### config.mk
export PLATFORM = sky130hd
export DESIGN_NAME = byte_unstrip
export DESIGN_NICKNAME = d
export VERILOG_FILES = /design/src/rtl/byte_unstrip.sv
export SDC_FILE = /design/constraint.sdc
export NUM_CORES = 1
export LEC_CHECK = 0
export ABC_AREA = 0
export CORE_UTILIZATION = 35
export CTS_CLUSTER_SIZE = 20
export DETAILED_ROUTE_END_ITERATION = 8
export SLEW_MARGIN = 20
export SYNTH_ARGS = -nofsm -noshare
export SYNTH_HDL_FRONTEND = slang
export SYNTH_SLANG_ARGS = --single-unit
### constraint.sdc
create_clock -name CLK -period 3.9 [get_ports CLK]
set_clock_uncertainty 0.2 [all_clocks]
set_input_delay 0.39 -clock CLK [delete_from_list [all_inputs] [get_ports CLK]]
set_output_delay 0.39 -clock CLK [all_outputs]
set_load 0.01 [all_outputs]
### src/rtl/byte_unstrip.sv
// byte_unstrip: collects 4-lane symbol words in a small FIFO and re-serializes them lane 0 first,
// collapsing replicated ordered sets to one symbol. Define BYTE_UNSTRIP_SKP_DROP_EN to discard SKP sets.
module byte_unstrip #(
  parameter int DEPTH     = 2,
  parameter int ERR_CNT_W = 8
) (
  input  logic                 CLK,
  input  logic                 RESET,
  input  logic                 IN_VALID,
  output logic                 IN_READY,
  input  logic [7:0]           LANE0,
  input  logic [7:0]           LANE1,
  input  logic [7:0]           LANE2,
  input  logic [7:0]           LANE3,
  input  logic                 DK_0,
  input  logic                 DK_1,
  input  logic                 DK_2,
  input  logic                 DK_3,
  output logic                 OUT_VALID,
  output logic [7:0]           D,
  output logic                 DK,
  output logic                 ERROR_LANE,
  output logic [ERR_CNT_W-1:0] ERR_CNT
);

  localparam int AW = $clog2(DEPTH);
  localparam int CW = AW + 1;

  localparam logic [7:0] K_COM = 8'hBC;
  localparam logic [7:0] K_SKP = 8'h1C;
  localparam logic [7:0] K_IDL = 8'h7C;
  localparam logic [7:0] K_FTS = 8'h3C;

`ifdef BYTE_UNSTRIP_SKP_DROP_EN
  localparam bit SKP_DROP_EN = 1'b1;
`else
  localparam bit SKP_DROP_EN = 1'b0;
`endif

  typedef enum logic [2:0] {
    S_IDLE,
    S_L0,
    S_L1,
    S_L2,
    S_L3,
    S_OS
  } state_t;

  // Word layout: [35:32] = DK_3..DK_0, [31:0] = LANE3..LANE0.
  function automatic logic is_os_sym(input logic [7:0] b);
    return (b == K_COM) || (b == K_SKP) || (b == K_IDL) || (b == K_FTS);
  endfunction

  function automatic logic is_os_word(input logic [35:0] w);
    return (&w[35:32]) &&
           (w[15:8] == w[7:0]) && (w[23:16] == w[7:0]) && (w[31:24] == w[7:0]) &&
           is_os_sym(w[7:0]);
  endfunction

  function automatic logic is_bad_word(input logic [35:0] w);
    logic any_k;
    any_k = 1'b0;
    for (int k = 0; k < 4; k++) begin
      any_k = any_k | (w[32+k] & is_os_sym(w[8*k +: 8]));
    end
    return any_k && !is_os_word(w);
  endfunction

  function automatic logic is_drop_word(input logic [35:0] w);
    return SKP_DROP_EN && is_os_word(w) && (w[7:0] == K_SKP);
  endfunction

  logic [35:0]   r_mem [DEPTH];
  logic [AW-1:0] r_wr_ptr;
  logic [AW-1:0] r_rd_ptr;
  logic [CW-1:0] r_count;
  state_t        r_state;

  state_t        w_state_nx;
  logic          w_push;
  logic          w_pop;
  logic          w_empty;
  logic          w_has_after;
  logic [35:0]   w_in_word;
  logic [35:0]   w_head;
  logic [35:0]   w_after;
  logic [35:0]   w_cand;
  logic          w_cand_vld;
  logic          w_load;
  logic          w_ov_nx;
  logic [7:0]    w_d_nx;
  logic          w_dk_nx;
  logic          w_err_nx;

  assign w_in_word   = {DK_3, DK_2, DK_1, DK_0, LANE3, LANE2, LANE1, LANE0};
  assign IN_READY    = (r_count != CW'(DEPTH));
  assign w_push      = IN_VALID & IN_READY;
  assign w_empty     = (r_count == '0);
  assign w_has_after = (r_count >= CW'(2));
  assign w_head      = r_mem[r_rd_ptr];
  assign w_after     = r_mem[r_rd_ptr + AW'(1)];

  // NOTE: the word storage carries no reset; validity is tracked by the count, so clearing it buys nothing.
  always_ff @(posedge CLK) begin
    if (w_push) begin
      r_mem[r_wr_ptr] <= w_in_word;
    end
  end

  // NOTE: all sequential state uses non-blocking assignments so every flop samples pre-edge values.
  always_ff @(posedge CLK or posedge RESET) begin
    if (RESET) begin
      r_wr_ptr <= '0;
      r_rd_ptr <= '0;
      r_count  <= '0;
    end else begin
      if (w_push) r_wr_ptr <= r_wr_ptr + AW'(1);
      if (w_pop)  r_rd_ptr <= r_rd_ptr + AW'(1);
      r_count <= r_count + CW'(w_push) - CW'(w_pop);
    end
  end

  // Outputs are registered: the next-state logic computes what the coming state will display.
  // NOTE: every combinational output gets a default first so no path leaves it unassigned (no latches).
  always_comb begin
    w_state_nx = r_state;
    w_pop      = 1'b0;
    w_cand     = w_head;
    w_cand_vld = 1'b0;
    w_load     = 1'b0;
    w_ov_nx    = 1'b0;
    w_d_nx     = 8'h00;
    w_dk_nx    = 1'b0;
    w_err_nx   = 1'b0;

    case (r_state)
      S_IDLE: begin
        w_load     = 1'b1;
        w_cand     = w_head;
        w_cand_vld = !w_empty;
        if (!w_empty && is_drop_word(w_head)) begin
          w_pop      = 1'b1;
          w_cand     = w_after;
          w_cand_vld = w_has_after;
        end
      end
      S_L0: begin
        w_state_nx = S_L1;
        w_ov_nx    = 1'b1;
        w_d_nx     = w_head[15:8];
        w_dk_nx    = w_head[33];
      end
      S_L1: begin
        w_state_nx = S_L2;
        w_ov_nx    = 1'b1;
        w_d_nx     = w_head[23:16];
        w_dk_nx    = w_head[34];
      end
      S_L2: begin
        w_state_nx = S_L3;
        w_ov_nx    = 1'b1;
        w_d_nx     = w_head[31:24];
        w_dk_nx    = w_head[35];
      end
      S_L3, S_OS: begin
        // Head retires now; the word behind it starts without a bubble when already buffered.
        w_pop      = 1'b1;
        w_load     = 1'b1;
        w_cand     = w_after;
        w_cand_vld = w_has_after;
      end
      default: w_state_nx = S_IDLE;
    endcase

    if (w_load) begin
      w_state_nx = S_IDLE;
      if (w_cand_vld && !is_drop_word(w_cand)) begin
        w_ov_nx = 1'b1;
        w_d_nx  = w_cand[7:0];
        if (is_os_word(w_cand)) begin
          w_state_nx = S_OS;
          w_dk_nx    = 1'b1;
        end else begin
          w_state_nx = S_L0;
          w_dk_nx    = w_cand[32];
          w_err_nx   = is_bad_word(w_cand);
        end
      end
    end
  end

  always_ff @(posedge CLK or posedge RESET) begin
    if (RESET) begin
      r_state    <= S_IDLE;
      OUT_VALID  <= 1'b0;
      D          <= 8'h00;
      DK         <= 1'b0;
      ERROR_LANE <= 1'b0;
      ERR_CNT    <= '0;
    end else begin
      r_state    <= w_state_nx;
      OUT_VALID  <= w_ov_nx;
      D          <= w_d_nx;
      DK         <= w_dk_nx;
      ERROR_LANE <= w_err_nx;
      if (w_err_nx && (ERR_CNT != '1)) begin
        ERR_CNT <= ERR_CNT + ERR_CNT_W'(1);
      end
    end
  end

`ifndef SYNTHESIS
  a_count_bound : assert property (@(posedge CLK) disable iff (RESET) r_count <= CW'(DEPTH));
  a_no_underflow : assert property (@(posedge CLK) disable iff (RESET) w_pop |-> !w_empty);
  a_err_with_data : assert property (@(posedge CLK) disable iff (RESET) ERROR_LANE |-> OUT_VALID);
`endif

endmodule
==> results of run 1 <==
[worst max-delay path: stages, from the launching register on]
cell	delay, ns
dfrtp_1	0.54
and2b_4	0.27
xnor2_4	0.42
clkinv_2	0.25
o21ai_0	0.13
o22ai_1	0.16
and2_1	0.22
nor4b_4	0.29
mux2_4	0.32
[cell usage after synthesis, drive strengths merged (8+ instances only)]
cell | n | area share [%]
o21ai | 16 | 1.7
and3 | 8 | 1.1
xnor2 | 14 | 3.1
or3 | 11 | 1.5
mux2 | 10 | 2.6
dfrtp | 26 | 14
nor3 | 8 | 0.87
o22ai | 12 | 1.6
nand2 | 15 | 1.3
inv | 12 | 0.98
nand3 | 20 | 2.2
mux2i | 24 | 5.2
a21oi | 12 | 1.3
edfxtp | 72 | 47
xor2 | 9 | 1.7
[area by class of cell]
type | instances | share of cell area, %
Clock inverter | 5 | 0.552
Tap cell | 172 | 3.80
Sequential cell | 98 | 49.7
Clock buffer | 11 | 4.11
Timing Repair Buffer | 62 | 10.8
Multi-Input combinational cell | 228 | 30.2
Inverter | 13 | 0.884
[cell usage in the layout, fill, tap and decap left out, types with 6 or more instances in the layout]
| cell type | count |
|---|---|
| or3_1 | 11 |
| clkdlybuf4s50_1 | 58 |
| nand3_1 | 20 |
| nor3_1 | 8 |
| xor2_1 | 9 |
| a21oi_1 | 12 |
| o22ai_1 | 12 |
| xnor2_1 | 13 |
| nand2_1 | 14 |
| nand4_1 | 6 |
| dfrtp_1 | 26 |
| o21ai_0 | 15 |
| nand2b_1 | 6 |
| edfxtp_1 | 72 |
| mux2i_1 | 24 |
| nor2_1 | 6 |
| inv_1 | 10 |
| mux2_2 | 8 |
| and3_1 | 8 |
| clkbuf_16 | 9 |
[flip-flops by register name (all words and copies together), names as in the netlist]
| signal | cells |
|---|---|
| r_mem | 72 |
| D | 8 |
| ERR_CNT | 8 |
| r_state | 3 |
| r_count | 2 |
| DK | 1 |
| ERROR_LANE | 1 |
| OUT_VALID | 1 |
| r_rd_ptr | 1 |
| r_wr_ptr | 1 |
[metrics by stage]
stage,worst slack (ns),power (W)
2_1_floorplan,1.08,0.00256
3_3_place_gp,1.06,0.00309
3_5_place_dp,1.02,0.00311
4_1_cts,0.985,0.00391
5_1_grt,0.832,0.00409
6_report,0.999,0.00387
[report_power, final]
| group | internal, W | switching, W |
|---|---|---|
| clock network | 0.000429 | 0.000366 |
| logic | 0.000621 | 0.000731 |
| registers | 0.00145 | 0.000272 |
| total | 0.00250 | 0.00137 |
[worst max path at each step]
stage,from,endpoint,cells after the start
4_1_cts,r_state[1],ERR_CNT[6],8
6_report,r_state[1],ERR_CNT[6],8
5_1_grt,r_state[1],ERR_CNT[6],8
3_5_place_dp,r_state[1],ERR_CNT[6],8
2_1_floorplan,r_count[1],r_mem[0][0],3
3_3_place_gp,r_state[1],ERR_CNT[6],8
[layer usage]
metal  up-vias  track usage (%)
li1       1464                -
met1      1508             24.0
met2        96             29.0
met3        12             3.48
met4         0             6.58
met5         -                0
[cells by family (layout without fill, tap and decap cells)]
kind of cell / count (synthesis) / count (layout)
simple gates: 104 / 104
xor+xnor: 23 / 23
compound gates: 58 / 58
fa+ha+maj: 8 / 8
flops: 98 / 98
mux: 35 / 35
buf+inv: 20 / 91
==> results.txt, run 1 <==
Clock tree synthesis found a total of 98 sinks. The tools report the critical register-to-register path startpoint as r_state[1]. The total area inside the core boundary comes to 12700 um^2. The number of different library cells used by synthesis comes to 58. At the worst endpoint, the required time is 3.94 ns. The run gives 0.887 as the final estimated routing congestion in global placement. The total cell area at the placement stage was 5400 um^2.

In the final layout, the multi-input gates occupy 1710 um^2. The clock passes through at most 2 buffers. The first global-routing pass estimated 17500 um of wire. The sum of met3 wire segment lengths after detailed routing is 466 um, and the biggest fanout along the worst timing path is 15. For this run, the detailed router's first-pass iteration total came to 4. The met2 routed wirelength was 5360 um. The tools report the initial antenna violation count as 0.

Filler cell count in the final layout: 1209. Compound-cell area share of the yosys netlist: 8.33%. The tools report the type of destination of the critical path as a flop.

The floorplan step defined a die boundary enclosing 13600 um^2. The number of I/O pins is 59, and the CTS buffer count is 9. The estimated wirelength of the detail-placed design is 8320 um, and the power density over the cells is 684 nW/um^2.

Across the whole layout, storage elements account for 2810 um^2. The endpoint of the most critical register-to-register path is ERR_CNT[6]. After Yosys synthesis, XOR and XNOR cells account for 4.79% of the synthesized area. After global routing the overflow that remains totals 0. Cells with a size suffix above 1 make up 9.35% of the layout. The yosys synthesis warning count was 0.

The kind of start point of the critical path was a flop. The cell count after synthesis was 346; the final critical path time including I/O delays and setup was 2.90 ns. The tools report the number of global-route vias before repair as 3094. At the pin with the least slew margin, the transition time is 0.715 ns. The adder-cell share of the synthesized area is 1.93%, and the worst hold slack after final layout is 0.239 ns. Global routing used 18.0% of the available tracks.

Once the floorplan was initialized, standard cells occupied 36.1% of the core. The tools report the cell count after placement as 573. In this run, synthesis produced a sequential element count of 98. The run gives 0 as the DRC violation count after routing. The run gives 37 as the largest net degree at the start of global routing. The average wire length per cell after detail routing is 19.0 um. In this run the remaining antenna-violating nets after routing total 0. The final number of max-transition violations is 0. Maximum clock frequency: 0.345 GHz.

Yosys mapped a number of flops with a built-in enable equal to 72. The tools report the part of the Yosys area used for sequential elements as 61.2%. TritonCTS built the clock tree. VDD sags by at most 0.000316 V. The number of cells on the worst reg-to-reg path is 8. After routing, the total negative slack on setup checks comes to 0 ns. Largest family of logic cells by synthesized area: simple AND/OR/NAND/NOR gates.

The most common flop cell mapped by yosys is edfxtp_1. Across all layers, the routed design uses 3080 vias. The total of buffers placed on input and output ports came out at 58. The flow ran to the end, and the final reports show no timing, DRC or antenna violations. CTS placed an instance of clkbuf_16 at the clock tree root. The logs give 41 for the site row count and 0 for the final-report setup violation count. The buffer count from post-CTS setup fixing came out at 0. In the synthesized netlist, mux cells make up 8.33% of the area.

The number of nets in the synthesized netlist is 388. The die is 117 um tall. The mapped netlist covers 4600 um^2. The area growth from synthesis to layout is 23.2%. The number of hold-slack violations in the final timing report was 0; the register clock-pin slew on the reported worst setup and hold paths was 0.07 ns.

The number of hold buffers added after CTS was 0. Of the available clock period, the critical path in the final layout requires 74.4%. The tightest min-delay check is of the in2async type. The via density per instance works out to 5.23.

Summed over all cells, the static leakage comes to 2.02 nW. The start-to-end type of the worst setup path was reg2reg. After synthesis, the share of flip-flops with an asynchronous set or reset is 26.5%.

The highest layer touched by signal routing is met4. For this run, the number of standard cells in the final layout without fillers is 589. For the core occupancy in the finished layout, the log shows 44.5%.

Setup repair after global routing left no endpoint under its margin. STA puts the critical path data arrival time at 2.94 ns. The first routing iteration left 194 violations.

The max-cap violation count is 0, and the simple logic cell fraction of the synthesized area is 13.7%. For this block, wires on met1 add up to 5160 um. For flop-to-flop paths, the worst setup slack is 1.0 ns.

0 antenna diodes ended up in the layout. For the worst-skew pair, the clock arrives at the later sink with an insertion delay of 0.35 ns. The relative slew slack was 52.3%; the width of the chip was 117 um. Post-synthesis area per instance: 13.3 um^2. After the last flow step, the layout net total stands at 454. H-tree level count: 3. The tools report the number of cells upsized or downsized after cts as 0. The total length of routed wires was 11200 um; the final design area excluding fillers was 5660 um^2.
Note: power is estimated with default switching activity, not from simulation.
==> run 2: changes to the inputs <==
Clock period 3.9 ns to 2.65 ns, I/O delays scaled along.
==> results.txt, run 2 (same netlist as run 1, synthesis figures left out) <==
The overall die height came out at 117 um (unchanged). For the all-layer global routing usage, the log shows 18.5% (+0.53 points). The final-report setup violation count came out at 0 (unchanged).

The estimated wirelength of the detail-placed design came out at 8540 um (+2.7%). The average wire length per cell after detail routing is 19.1 um (+0.66%), and the number of I/O pins is 59 (unchanged). The power density over the cells is 1010 nW/um^2 (+48%). STA classifies the critical path endpoint as a flop.

The portion of the clock cycle consumed by the worst path in the final layout was 94.7% (+20 points); the width of the chip was 117 um (unchanged). Signal arrival time at the worst endpoint: 2.54 ns (-0.40 ns). The worst setup path is of the reg2reg kind.

The run gives 2 (unchanged) as the buffer depth of the longest clock path. The tools report the total length of routed wires as 11500 um (+2.4%). The tools report the global-route met3 utilization as 4.62% (+1.1 points). The register clock-pin slew on the reported worst setup and hold paths is 0.06 ns (about the same), and the DRC violation count after routing is 0 (unchanged). The site row count is 41 (unchanged), and the slew at the pin with the worst max-slew slack is 0.524 ns (-0.191 ns). In the layout the commonest cells are 72 x edfxtp_1, 58 x clkdlybuf4s50_1, 26 x dfrtp_1, 24 x mux2i_1, 20 x nand3_1.

The tools report the wire length of the first global-routing pass as 18100 um (+3.0%). The number of violations reported at the end of detailed-routing iteration 0 is 237 (+22%), and the setup TNS after final layout is 0 ns (unchanged). Clock latency reported for the late side of the worst-skew pair: 0.35 ns (about the same). The final number of max-transition violations was 0 (unchanged); the final critical path time including I/O delays and setup was 2.51 ns (-0.392 ns). The biggest fanout along the worst timing path is 4 (-11), and the worst endpoint required time is 2.69 ns (-1.25 ns). The maximum ir drop on the vdd rail came out at 0.000404 V (+28%). The logs give 98 (unchanged) for the number of sinks on the clock net and 3 (unchanged) for the H-tree level count. The run gives 0 (unchanged) as the global-route congestion overflow total. For the number of hold buffers added after cts, the log shows 0 (unchanged). The via density per instance is 5.31 (+1.6%).

The core area is 12700 um^2 (unchanged). The class of the most critical hold timing path is in2async. The logs give 0 (unchanged) for the buffer count from post-CTS setup fixing and 13600 um^2 (unchanged) for the total die area.

In this run the critical register-to-register path is captured at ERR_CNT[6]. The worst reg2reg path depth is 7 (-1). The flow ran to the end, and the final reports show no timing, DRC or antenna violations.

The number of antenna repair diodes came out at 0 (unchanged). The flip-flop count of the largest register after layout was 72 (unchanged). For the met2 track demand over resource in global routing, the log shows 29.5% (+0.51 points). TritonCTS built the clock tree. The tools report the first-pass iteration count of the detailed router as 5 (+1). The register with the most flip-flops was r_mem.

For the net count of the finished layout, the log shows 464 (+2.2%). The CTS buffer count was 9 (unchanged); the starting density of the core was 36.1% (unchanged). The largest net degree at the start of global routing is 37 (unchanged).

In this run the most used layer during global routing was met2. The relative slew slack was 65.1% (+13 points). The cell at the root of the clock tree is clkbuf_16. The number of global-route vias before repair is 3213 (+3.8%). The global routing usage on met1 was 24.5% (+0.49 points). The total of buffers placed on input and output ports came out at 58 (unchanged). The initial antenna violation count was 0 (unchanged); the maximum clock frequency was 0.399 GHz (+16%). The largest registers in the layout are r_mem (72), D (8), ERR_CNT (8). The tools report the final estimated routing congestion in global placement as 0.899 (+1.4%). The leakage power came out at 2.09 nW (+3.0%).

The library cell used most frequently in the layout, excluding fill and tap cells, is edfxtp_1. The number of hold-slack violations in the final timing report came out at 0 (unchanged). The max-cap violation count was 0 (unchanged); the core occupancy in the finished layout was 45.3% (+0.82 points).

The tools report the number of vias after detailed routing as 3183 (+3.3%). The worst setup path is launched from a flop. For the reg2reg setup slack, the log shows 0.14 ns (-0.86 ns).

The number of antenna-violating nets in the routed design is 0 (unchanged). The worst register-to-register path begins at r_mem[0][17]. From synthesis to final layout, the design area changed by 25.4%. The number of cells upsized or downsized after cts was 0 (unchanged); the share of layout cells above drive strength 1 was 11.9% (+2.6 points).
run 2: cell types whose count changed in the layout (fill, tap and decap cells not counted):
cell and change:
a2111oi_1 -1, a2111oi_0 -2, buf_12 +1, buf_4 +9, inv_2 -1, a2111oi_2 +3
inv_1 +1, inv_6 +1, clkinvlp_4 -2, clkinv_2 +1
run 2: power by group:
group          internal [W]  switching, W
clock network      0.000633      0.000538
logic               0.00101       0.00114
registers           0.00214      0.000383
total               0.00378       0.00206
run 2: worst max-delay path by stage:
stage	slack [ns]	to	from
floorplan	0.27	ERR_CNT[6]	r_mem[0][7]
global placement	0.15	ERR_CNT[6]	r_mem[0][16]
detailed placement	0.09	ERR_CNT[6]	r_mem[0][7]
CTS	0.07	ERR_CNT[6]	r_mem[0][7]
global route	-0.007	ERR_CNT[6]	r_mem[0][7]
finish	0.14	ERR_CNT[6]	r_mem[0][17]
run 2: per-stage QoR:
step	power, W	hold slack (ns)	instance area [um^2]	setup slack [ns]	cells
2_1_floorplan	0.00377	0.105	4600	0.271	346
3_3_place_gp	0.00468	0.279	5490	0.150	583
3_5_place_dp	0.00471	0.292	5490	0.0891	583
4_1_cts	0.00589	0.114	5750	0.0741	599
5_1_grt	0.00619	0.154	5770	-0.00699	599
6_report	0.00585	0.107	5770	0.141	599
run 2: layout make-up:
cell class | instances | area, um^2
Multi-Input combinational cell | 228 | 1730
Fill cell | 1207 | 6960
Inverter | 13 | 50.0
Sequential cell | 98 | 2810
Tap cell | 172 | 215
Clock inverter | 5 | 30.0
Timing Repair Buffer | 72 | 698
Clock buffer | 11 | 233
run 2: layer usage:
layer,vias up,wire length (um)
met5,-,0
met4,0,227
met3,18,636
met2,125,5410
met1,1557,5180
li1,1483,-
run 2: critical path: stages (launching register included):
cell and delay (ns):
edfxtp_1 0.44, nand4bb_1 0.27, a2111oi_2 0.35, o21bai_1 0.15, o22ai_1 0.17, and2_1 0.21
nor4b_4 0.29, mux2_4 0.32
==> run 3: changes to the inputs <==
Settings changed: CTS_CLUSTER_SIZE 20 to 40.
==> results of run 3 <==
Same layout as run 2: the final DEF is identical, and so are final timing and power.
